==> src/rtl/dmem_arbiter.sv <==
// Two-port data-memory arbiter: core MEM stage (port 0) vs loader/debug (port 1) with bus lock.
// Optional macro DMEM_ARB_RR_EN selects round-robin conflict resolution; default is fixed priority to port 0.
module dmem_arbiter #(
    parameter int unsigned ADDR_WIDTH = 32,
    parameter int unsigned DATA_WIDTH = 32
) (
    input  logic                  clk,
    input  logic                  rst,
    input  logic                  p0_req,
    input  logic                  p0_we,
    input  logic [2:0]            p0_funct3,
    input  logic [ADDR_WIDTH-1:0] p0_addr,
    input  logic [DATA_WIDTH-1:0] p0_wdata,
    output logic                  p0_gnt,
    output logic                  p0_stall,
    output logic                  p0_rvalid,
    output logic                  p0_err,
    output logic [DATA_WIDTH-1:0] p0_rdata,
    input  logic                  p1_req,
    input  logic                  p1_we,
    input  logic                  p1_lock,
    input  logic [2:0]            p1_funct3,
    input  logic [ADDR_WIDTH-1:0] p1_addr,
    input  logic [DATA_WIDTH-1:0] p1_wdata,
    output logic                  p1_gnt,
    output logic                  p1_rvalid,
    output logic                  p1_err,
    output logic [DATA_WIDTH-1:0] p1_rdata,
    output logic                  mem_wr_en,
    output logic [2:0]            mem_funct3,
    output logic [ADDR_WIDTH-1:0] mem_addr,
    output logic [DATA_WIDTH-1:0] mem_wr_data,
    input  logic [DATA_WIDTH-1:0] mem_rd_data
);

    typedef enum logic {
        ARB   = 1'b0,
        LOCK1 = 1'b1
    } state_t;

    localparam logic [2:0] LOCK_LIMIT = 3'd7;

    state_t                state_q, state_d;
    logic [2:0]            lock_cnt_q, lock_cnt_d;
    logic                  gnt0, gnt1, any_gnt, p0_wins;
    logic                  sel_we, misaligned;
    logic [2:0]            sel_funct3;
    logic [ADDR_WIDTH-1:0] sel_addr;
    logic [DATA_WIDTH-1:0] sel_wdata, resp_data;
    logic [2:0]            funct3_q;
    logic [ADDR_WIDTH-1:0] addr_q;
    logic [DATA_WIDTH-1:0] wdata_q;
    logic                  p0_rvalid_q, p0_err_q, p1_rvalid_q, p1_err_q;
    logic [DATA_WIDTH-1:0] p0_rdata_q, p1_rdata_q;

`ifdef DMEM_ARB_RR_EN
    // High when port 1 holds the most recent grant; reset value favours port 0.
    logic last_gnt_q;

    always_ff @(posedge clk) begin
        if (rst) begin
            last_gnt_q <= 1'b1;
        end else if (gnt1) begin
            last_gnt_q <= 1'b1;
        end else if (gnt0) begin
            last_gnt_q <= 1'b0;
        end
    end

    assign p0_wins = last_gnt_q;
`else
    assign p0_wins = 1'b1;
`endif

    always_ff @(posedge clk) begin
        if (rst) begin
            state_q    <= ARB;
            lock_cnt_q <= 3'd0;
        end else begin
            state_q    <= state_d;
            lock_cnt_q <= lock_cnt_d;
        end
    end

    // Grant decision, lock entry/exit and starvation limit for port 0.
    always_comb begin
        state_d    = state_q;
        lock_cnt_d = lock_cnt_q;
        gnt0       = 1'b0;
        gnt1       = 1'b0;
        if (!rst) begin
            case (state_q)
                ARB: begin
                    lock_cnt_d = 3'd0;
                    if (p0_req && p1_req) begin
                        gnt0 = p0_wins;
                        gnt1 = !p0_wins;
                    end else begin
                        gnt0 = p0_req;
                        gnt1 = p1_req;
                    end
                    if (gnt1 && p1_lock) begin
                        state_d = LOCK1;
                    end
                end
                LOCK1: begin
                    gnt1 = p1_req;
                    if (!p1_lock) begin
                        state_d    = ARB;
                        lock_cnt_d = 3'd0;
                    end else if (p0_req) begin
                        if (lock_cnt_q + 3'd1 == LOCK_LIMIT) begin
                            state_d    = ARB;
                            lock_cnt_d = 3'd0;
                        end else begin
                            lock_cnt_d = lock_cnt_q + 3'd1;
                        end
                    end else begin
                        lock_cnt_d = 3'd0;
                    end
                end
            endcase
        end
    end

    assign any_gnt    = gnt0 | gnt1;
    assign sel_we     = gnt1 ? p1_we     : p0_we;
    assign sel_funct3 = gnt1 ? p1_funct3 : p0_funct3;
    assign sel_addr   = gnt1 ? p1_addr   : p0_addr;
    assign sel_wdata  = gnt1 ? p1_wdata  : p0_wdata;

    always_comb begin
        misaligned = 1'b0;
        case (sel_funct3)
            3'b001, 3'b101:         misaligned = sel_addr[0];
            3'b010:                 misaligned = (sel_addr[1:0] != 2'b00);
            3'b011, 3'b110, 3'b111: misaligned = 1'b1;
            default:                misaligned = 1'b0;
        endcase
    end

    assign resp_data = (sel_we || misaligned) ? '0 : mem_rd_data;

    // Memory command holds its last driven value between grants.
    always_ff @(posedge clk) begin
        if (rst) begin
            funct3_q <= 3'd0;
            addr_q   <= '0;
            wdata_q  <= '0;
        end else if (any_gnt) begin
            funct3_q <= sel_funct3;
            addr_q   <= sel_addr;
            wdata_q  <= sel_wdata;
        end
    end

    always_ff @(posedge clk) begin
        if (rst) begin
            p0_rvalid_q <= 1'b0;
            p0_err_q    <= 1'b0;
            p0_rdata_q  <= '0;
            p1_rvalid_q <= 1'b0;
            p1_err_q    <= 1'b0;
            p1_rdata_q  <= '0;
        end else begin
            p0_rvalid_q <= gnt0;
            p0_err_q    <= gnt0 & misaligned;
            p1_rvalid_q <= gnt1;
            p1_err_q    <= gnt1 & misaligned;
            if (gnt0) begin
                p0_rdata_q <= resp_data;
            end
            if (gnt1) begin
                p1_rdata_q <= resp_data;
            end
        end
    end

    assign p0_gnt      = gnt0;
    assign p1_gnt      = gnt1;
    assign p0_stall    = p0_req & ~gnt0;
    assign mem_wr_en   = any_gnt & sel_we & ~misaligned;
    assign mem_funct3  = any_gnt ? sel_funct3 : funct3_q;
    assign mem_addr    = any_gnt ? sel_addr   : addr_q;
    assign mem_wr_data = any_gnt ? sel_wdata  : wdata_q;
    assign p0_rvalid   = p0_rvalid_q;
    assign p0_err      = p0_err_q;
    assign p0_rdata    = p0_rdata_q;
    assign p1_rvalid   = p1_rvalid_q;
    assign p1_err      = p1_err_q;
    assign p1_rdata    = p1_rdata_q;

endmodule

==> config.mk <==
export PLATFORM = sky130hd
export DESIGN_NAME = dmem_arbiter
export DESIGN_NICKNAME = d
export VERILOG_FILES = /design/src/rtl/dmem_arbiter.sv
export SDC_FILE = /design/constraint.sdc
export NUM_CORES = 1
export LEC_CHECK = 0
export CORE_ASPECT_RATIO = 0.6
export CORE_MARGIN = 4
export CORE_UTILIZATION = 35
export DETAILED_ROUTE_END_ITERATION = 8
export PLACE_DENSITY_LB_ADDON = 0.25
export RECOVER_POWER = 25
export SYNTH_ARGS = -nofsm -noshare
export SYNTH_HDL_FRONTEND = slang
export SYNTH_SLANG_ARGS = --single-unit
export TNS_END_PERCENT = 50
==> constraint.sdc <==
create_clock -name clk -period 2.25 [get_ports clk]
set_clock_uncertainty 0.15 [all_clocks]
set_input_delay 0.45 -clock clk [delete_from_list [all_inputs] [get_ports clk]]
set_output_delay 0.45 -clock clk [all_outputs]
set_load 0.02 [all_outputs]
# Word-level counts from Yosys, hierarchy flattened
# Index checks and enable logic that the tools add are counted.
word_totals:
  register_bits: 139
  wordCells: 60
classes:
  addsub: 1
  n_eq_ne: 7
  n_mux: 26
  bitwise: 9
  n_reduce_logical: 6
op_table:
  columns: ["op", "n"]
  rows:
  - ["32-bit two-way mux", 5]
  - ["3-bit two-way mux", 5]
  - ["3-bit == test (second input constant)", 4]
  - ["1-bit two-way mux", 12]
  - ["3-bit by 2-bit == test with 1-bit output (second input constant)", 2]
  - ["3-bit one-hot mux with 2 select lines", 1]
  - ["1-bit AND", 5]
  - ["1-bit one-hot mux with 2 select lines", 2]
  - ["3-bit by 1-bit adder with 3-bit output (second input constant)", 1]
  - ["3-bit by 1-bit == test with 1-bit output (second input constant)", 1]
  - ["1-bit inverter", 3]
  - ["1-bit one-hot mux with 3 select lines", 1]
  - ["3-bit OR reduction", 1]
  - ["1-bit logical AND", 2]
  - ["2-bit nonzero test", 1]
  - ["2-bit OR reduction", 1]
  - ["1-bit logical OR", 1]
  - ["1-bit OR", 1]

# Longest topological paths before layout
# Gate-level depths: netlist of the first run.
depth:
  ltp_word: 12
  depth_mapped: 8
  ltp_nobuf: 5

# Worst setup path after synthesis of the first run
# No wires, ideal clock.
synth_path:
  path_kind: "in2out"
  start: "input port rst"
  end: "output port mem_funct3[1]"
  t_arrival_ns: 1.763
  slack_ns: -0.113
  stages: 5
  path_buffers: 1
  path_cell_list: "clkbuf_1 > nand3b_2 > inv_1 > mux2i_1 > o21ai_0"
synth_via:
  elab_chain_len: 3
synth_lines:
  columns: ["item", "line", "text"]
  rows:
  - ["from (decl)", "8", "input logic rst,"]
  - ["1-bit two-way mux (*)", "91", "if (!rst) begin"]
  - ["via p1_gnt", "25", "output logic p1_gnt,"]
  - ["3-bit two-way mux / 1-bit OR (equally long branches)", "128, 126", null]
  - ["3-bit two-way mux (*)", null, null]
  - ["to (decl)", "30", "output logic [2:0] mem_funct3,"]
# The timed path passes the listed nets; every way through them passes the cells marked *.

# Final worst setup path of the first run
layout_path:
  start: "register state_q"
  end: "output port mem_funct3[2]"
layout_via:
  elab_chain_len: 5
layout_lines:
  columns: ["item", "line", "text"]
  rows:
  - ["from (decl)", "43", "state_t state_q, state_d;"]
  - ["from (signal assigned)", "80", "state_q <= state_d;"]
  - ["1-bit inverter", null, null]
  - ["1-bit one-hot mux with 2 select lines", "92", "case (state_q)"]
  - ["1-bit two-way mux", "91", null]
  - ["3-bit two-way mux / 1-bit OR (equally long branches)", "128, 126", null]
  - ["3-bit two-way mux (*)", null, null]
# Mark *: on every way between the ends. The rest lies on a longest branch, timed or not.

==> qor.csv, run 1 <==
metric,value,unit
Critical Path RT,1.65,ns
Final Hold Viols,0,
Nets,1396,
"CTS clk-pin slew, worst paths",0.06,ns
Critical Path Source Type,flop,
Pint,5.61,mW
worst r2r src,state_q,
CTS tree,built,
I/O Pins,312,
H-tree levels,4,
largest net degree at the start of global routing,89,
net switching power,2.18,mW
grt ovf,0,
fmax,412,MHz
Syn Area/Cell,8.10,µm²
Hold Path Stages,3,
Initial Util,36.1,%
num rows,39,
clk root buf,clkbuf_16,
cts bufs inserted,17,
Post-Syn Instances,859,
DP Worst Slack,-0.974,ns
Synth area leader,dfxtp_1,
Rel. slew slack,19.9,%
worst setup margin,-0.175,ns
Synth area leaders,"dfxtp_1, mux2i_1, a211oi_1",
Synth-to-Final Area Change,77.3,%
core area,19300,µm²
die area,22300,µm²
status,"complete, but fails checks",
worst reg2reg setup slack,0.28,ns
critical path class,flop to primary output,
Comb power frac,26.2,%
register bit total from synthesis,139,
maximum VDD drop,0.488,mV
Setup-failing EPs final,68,
final slew viol count,0,
clock sink count,139,
Pre-Repair DR Iteration Count,5,
post-route ant nets,0,
ys async rst share,0,%
flip-flop and latch area,2790,µm²
DRC,0,
Critical Path Sink Type,primary output,
reg2reg end,wdata_q[1],
"Seq/Total Area, Yosys",40.0,%
pwr/cell area,632,nW/µm²
leak pwr,4.88,nW
DP HPWL,18.5,mm
Clock power frac,39.6,%
"Core Util, Final",64.0,%
crit share post-route,108,%
routed len/inst,18.6,µm
placed cell count,1444,
most frequent cells in the layout,"clkdlybuf4s50_1, dfxtp_1, buf_4",
Die H,117,µm
Hold WC Path Type,input port to flop,
chip width,190,µm
Max-cap violations,0,
fin area,12300,µm²
area occupied by multi-input gates,4220,µm²
Setup TNS Final,-8.51,ns
worst path arrival time,1.82,ns
post-synthesis cell type count,29,
Final min period,2.42,ns
fin cells,1501,
deepest clock path buffer count,2,
via count,7873,
Slew @ Worst Pin,1.20,ns
warnings from Yosys,0,
vias in the first global route,7532,
clk_lat worst skew,0.42,ns
min-delay src,rst,
worst hold endpoint,addr_q[8],
failing checks,setup timing,
Sw Ratio,28.0,%
RSZ-0062 raised after global routing,yes,
syn_nets,1034,
Vias/cell,5.25,
R2R cell count,5,
IO buf count,311,
final-layout fill cell count,1599,
Most used DFF post-synth,dfxtp_1,
1st-iter DRT viols,494,
Reg power frac,34.2,%
Syn Std Cell Area,6960,µm²
Placer Congestion,0.831,
routed wire length,27.9,mm
"commonest non-fill, non-tap cell in the layout",clkdlybuf4s50_1,
post-synth top area share,40.0,%
Post-DP Area,10900,µm²
gr usage total,23.5,%
initial antenna violation count,2,
"EDFF count, synth",0,
Crit Path Max Fanout,8,
share of layout cells above drive strength 1,26.7,%
first-pass GRT wire length,41.3,mm
-- per-layer routing --
metal / part of all wire (%) / wire [µm] / vias to the layer above / global-route usage, %
li1: - / - / 3819 / -
met1: 45 / 12400 / 3735 / 30.4
met2: 45 / 12400 / 280 / 37.4
met3: 9.2 / 2560 / 37 / 8.27
met4: 1.7 / 465 / 2 / 7.18
met5: 0.047 / 13 / - / 0
-- how the worst max path moves through the flow --
| stage | from | endpoint | slack (ns) | cells past startpoint |
|---|---|---|---|---|
| final | state_q | mem_funct3[2] | -0.17 | 8 |
| after global routing | state_q | mem_wr_data[19] | -0.25 | 7 |
| after CTS | state_q | mem_addr[23] | -0.20 | 8 |
| after detailed placement | p0_req | mem_addr[0] | -0.97 | 7 |
| after global placement | p0_req | mem_addr[0] | -0.97 | 7 |
| after floorplan | p0_req | mem_addr[3] | -0.02 | 6 |
-- layout make-up --
class	instances	share of cell area, %
sequential	139	22.6
inverter	4	0.142
clock inverter	9	1.28
timing repair buffer	431	35.1
tap	266	2.70
antenna	1	0.0203
multi-input combinational	628	34.2
clock buffer	23	3.96
-- synth_stat cells, types with 2 or more instances --
library cell and count:
a211oi_1 67, a21o_1 2, a21oi_1 66, a21oi_4 2, a22oi_1 62, buf_2 22
buf_4 6, buf_6 7, clkbuf_1 52, dfxtp_1 139, ha_1 2, inv_1 4
mux2i_1 72, nand2_1 102, nand2b_1 34, nand3_1 66, nor2_1 74, nor2b_1 3
o21ai_0 64, o21ai_1 3, or4_4 2
-- critical path: stages (launching register included) --
cell and delay, ns:
dfxtp_4 0.36, nor2b_4 0.14, buf_12 0.13, o21bai_4 0.07
buf_12 0.15, buf_12 0.14, buf_16 0.15, o21ai_2 0.14
buf_6 0.14
-- cell families (layout without fill, tap and decap cells) --
| family | count (synthesis) | in the layout | synth area share (%) |
|---|---|---|---|
| xor gates and xnor gates | 1 | 1 | 0.126 |
| other | 0 | 1 | 0 |
| muxes | 72 | 72 | 10.4 |
| and+or+nand+nor | 285 | 285 | 18.3 |
| AOI/OAI and AO/OA | 268 | 268 | 24.4 |
| DFF | 139 | 139 | 40.0 |
| adders and majority gates | 2 | 2 | 0.360 |
| buffers and inverters | 92 | 467 | 6.44 |
-- flip-flops by register name (all words and copies together), names as in the netlist --
register,count
addr_q,32
p0_rdata,32
p1_rdata,32
wdata_q,32
funct3_q,3
lock_cnt_q,3
p0_err,1
p0_rvalid,1
p1_err,1
p1_rvalid,1
state_q,1
-- what timing repair did --
item / 4_1_cts / 5_1_grt
gates resized for setup: 510 / 88
pin swaps: 23 / 32
setup endpoints to repair: 71 / 69
buffers inserted: 16 / 1
cloned: 7 / 3
hold buffers: 0 / 0
-- power groups by stage --
stage / Sequential, mW / Combinational, mW / Clock [mW]
2_1_floorplan: 2.73 / 0.798 / 0
3_3_place_gp: 2.71 / 1.78 / 0
3_5_place_dp: 2.71 / 1.79 / 0
4_1_cts: 2.66 / 1.94 / 3.13
5_1_grt: 2.68 / 2.18 / 3.24
6_report: 2.67 / 2.04 / 3.09
-- per-stage QoR --
stage	hold WS, ns	total power [mW]
finish	0.300	7.80
global route	0.299	8.10
CTS	0.277	7.73
detailed placement	0.286	4.50
global placement	0.279	4.49
floorplan	0.267	3.52
No activity file was read; power rests on OpenSTA's default activity.
==> inputs of run 2 (changes only) <==
- GPL_ROUTABILITY_DRIVEN: default -> 0
==> results of run 2 <==
No change in the layout: final DEF, timing and power equal those of run 1.
==> inputs of run 3 (changes only) <==
--- a/config.mk
+++ b/config.mk
@@ -7,2 +7,3 @@
 export LEC_CHECK = 0
+export ABC_AREA = 0
 export CORE_ASPECT_RATIO = 0.6
--- a/constraint.sdc
+++ b/constraint.sdc
@@ -4,2 +4,2 @@
 set_output_delay 0.45 -clock clk [all_outputs]
-set_load 0.02 [all_outputs]
+set_load 0.01 [all_outputs]
==> run 3 against run 2 <==
Against the previous run: the run still ends with setup timing left; sequential power hardly changed; clock power is 13% lower; sequential share of layout area is 1.1 points higher; die area stayed put.
==> qor.csv, run 3 (synthesis results as in run 1) <==
metric,value,unit,change
status,"complete, but fails checks",,
failing checks,setup timing,,
Vias/cell,5.21,,-0.58%
routed wire length,27.5,mm,-1.3%
grt ovf,0,,unchanged
deepest clock path buffer count,2,,unchanged
clk_lat worst skew,0.40,ns,-0.02 ns
initial antenna violation count,0,,-2
Die H,117,µm,unchanged
Crit Path Max Fanout,7,,-1
maximum VDD drop,0.469,mV,-3.8%
RSZ-0062 raised after global routing,yes,,
final slew viol count,0,,unchanged
pwr/cell area,603,nW/µm²,-4.6%
crit share post-route,109,%,+0.74 points
Synth-to-Final Area Change,69.3,%,
"Hold-fix buffers, CTS",0,,unchanged
worst path arrival time,1.84,ns,+0.02 ns
Slew @ Worst Pin,1.49,ns,+0.292 ns
Pre-Repair DR Iteration Count,5,,unchanged
# diodes,0,,-1
hold slack final,0.301,ns,+0.00125 ns
Rel. slew slack,0.452,%,-19 points
via count,7848,,-0.32%
leak pwr,4.68,nW,-4.1%
num rows,39,,unchanged
chip width,190,µm,unchanged
"commonest non-fill, non-tap cell in the layout",clkdlybuf4s50_1,,
H-tree levels,4,,unchanged
I/O Pins,312,,unchanged
gr usage total,23.2,%,-0.37 points
post-route ant nets,0,,unchanged
Final Hold Viols,0,,unchanged
IO buf count,311,,unchanged
Initial Util,36.1,%,unchanged
DP HPWL,18.6,mm,+0.22%
fmax,410,MHz,-0.69%
Hold WC Path Type,flop to flop,,
Setup-failing EPs final,68,,unchanged
vias in the first global route,7436,,-1.3%
1st-iter DRT viols,532,,+7.7%
first-pass GRT wire length,41.2,mm,-0.32%
core area,19300,µm²,unchanged
DRC,0,,unchanged
largest net degree at the start of global routing,91,,+2.2%
"Power, Total",7.10,mW,-9.0%
worst setup margin,-0.192,ns,-0.0167 ns
fin cells,1505,,+0.27%
Critical Path Sink Type,primary output,,
Critical Path Source Type,flop,,
critical path class,flop to primary output,,
CTS tree,built,,
placed cell count,1440,,-0.28%
routed len/inst,18.3,µm,-1.6%
Nets,1401,,+0.36%
Max-cap violations,0,,unchanged
cts bufs inserted,17,,unchanged
Final min period,2.44,ns,+0.0168 ns
Critical Path RT,1.65,ns,about the same
"CTS clk-pin slew, worst paths",0.06,ns,about the same
share of layout cells above drive strength 1,24.1,%,-2.7 points
clock sink count,139,,unchanged
die area,22300,µm²,unchanged
clk root buf,clkbuf_16,,
most frequent cells in the layout,"clkdlybuf4s50_1, dfxtp_1, nand2_1",,
## run 3: cell count changes in the layout (fill, tap and decap cells not counted), sizes merged
cell / before / now
inv: 5 / 12
bufinv: 4 / 0
clkdlybuf4s15: 2 / 5
clkinv: 2 / 4
dlygate4sd2: 7 / 5
buf: 187 / 186
bufbuf: 0 / 1
clkbuf: 27 / 28
clkdlybuf4s50: 229 / 228
diode: 1 / 0
dlymetal6s2s: 1 / 0
## run 3: layout make-up
type | instances | area (µm²)
multi-input cells | 628 | 4060
flip-flops and latches | 139 | 2790
clock inverters | 14 | 124
clock buffers | 18 | 439
inverters | 4 | 17.5
repair buffers | 436 | 4020
fillers | 1707 | 7500
well taps | 266 | 333
## run 3: path summary, 6_finish.rpt
kind / from / end / slack, ns / cells after the start
min: lock_cnt_q[0] / lock_cnt_q[0] / 0.30 / 1
max reg2reg: state_q / wdata_q[6] / 0.20 / 7
min reg2reg: lock_cnt_q[0] / lock_cnt_q[0] / 0.30 / 1
max: state_q / mem_wr_data[19] / -0.19 / 8
## run 3: where the power goes
group / switching, mW / leakage [nW] / total (mW) / internal [mW]
Sequential: 0.0680 / 1.14 / 2.66 / 2.59
Combinational: 0.839 / 3.26 / 1.75 / 0.915
Clock: 1.20 / 0.274 / 2.69 / 1.48
## run 3: routing by layer
metal	GRT usage (%)	share of wire, %
met2	35.9	44
met5	0	0
met1	32.0	46
met3	7.32	9.4
met4	4.91	0.94
## run 3: timing repair
action / 4_1_cts / 5_1_grt
cloned: 5 / 2
pin swaps: 19 / 14
setup endpoints to repair: 71 / 70
resized for setup: 442 / 20
setup buffers: 26 / 4
## run 3: worst max-delay path, stage by stage, from the launching register on
cell,delay (ns)
dfxtp_4,0.36
nand2b_4,0.15
and2_4,0.16
buf_12,0.14
buf_4,0.13
buf_12,0.14
a22oi_2,0.12
o21ai_1,0.09
buf_2,0.15
## run 3: through the flow
stage | utilization (%) | setup WS (ns) | area [µm²] | setup TNS [ns]
6_report | 61.1 | -0.192 | 11800 | -6.72
2_1_floorplan | - | 0.165 | 6960 | 0
4_1_cts | 61.2 | -0.217 | 11800 | -7.54
5_1_grt | 61.1 | -0.279 | 11800 | -12.90
3_5_place_dp | 56.5 | -0.829 | 10900 | -67.02
3_3_place_gp | 56.5 | -0.805 | 10900 | -66.32
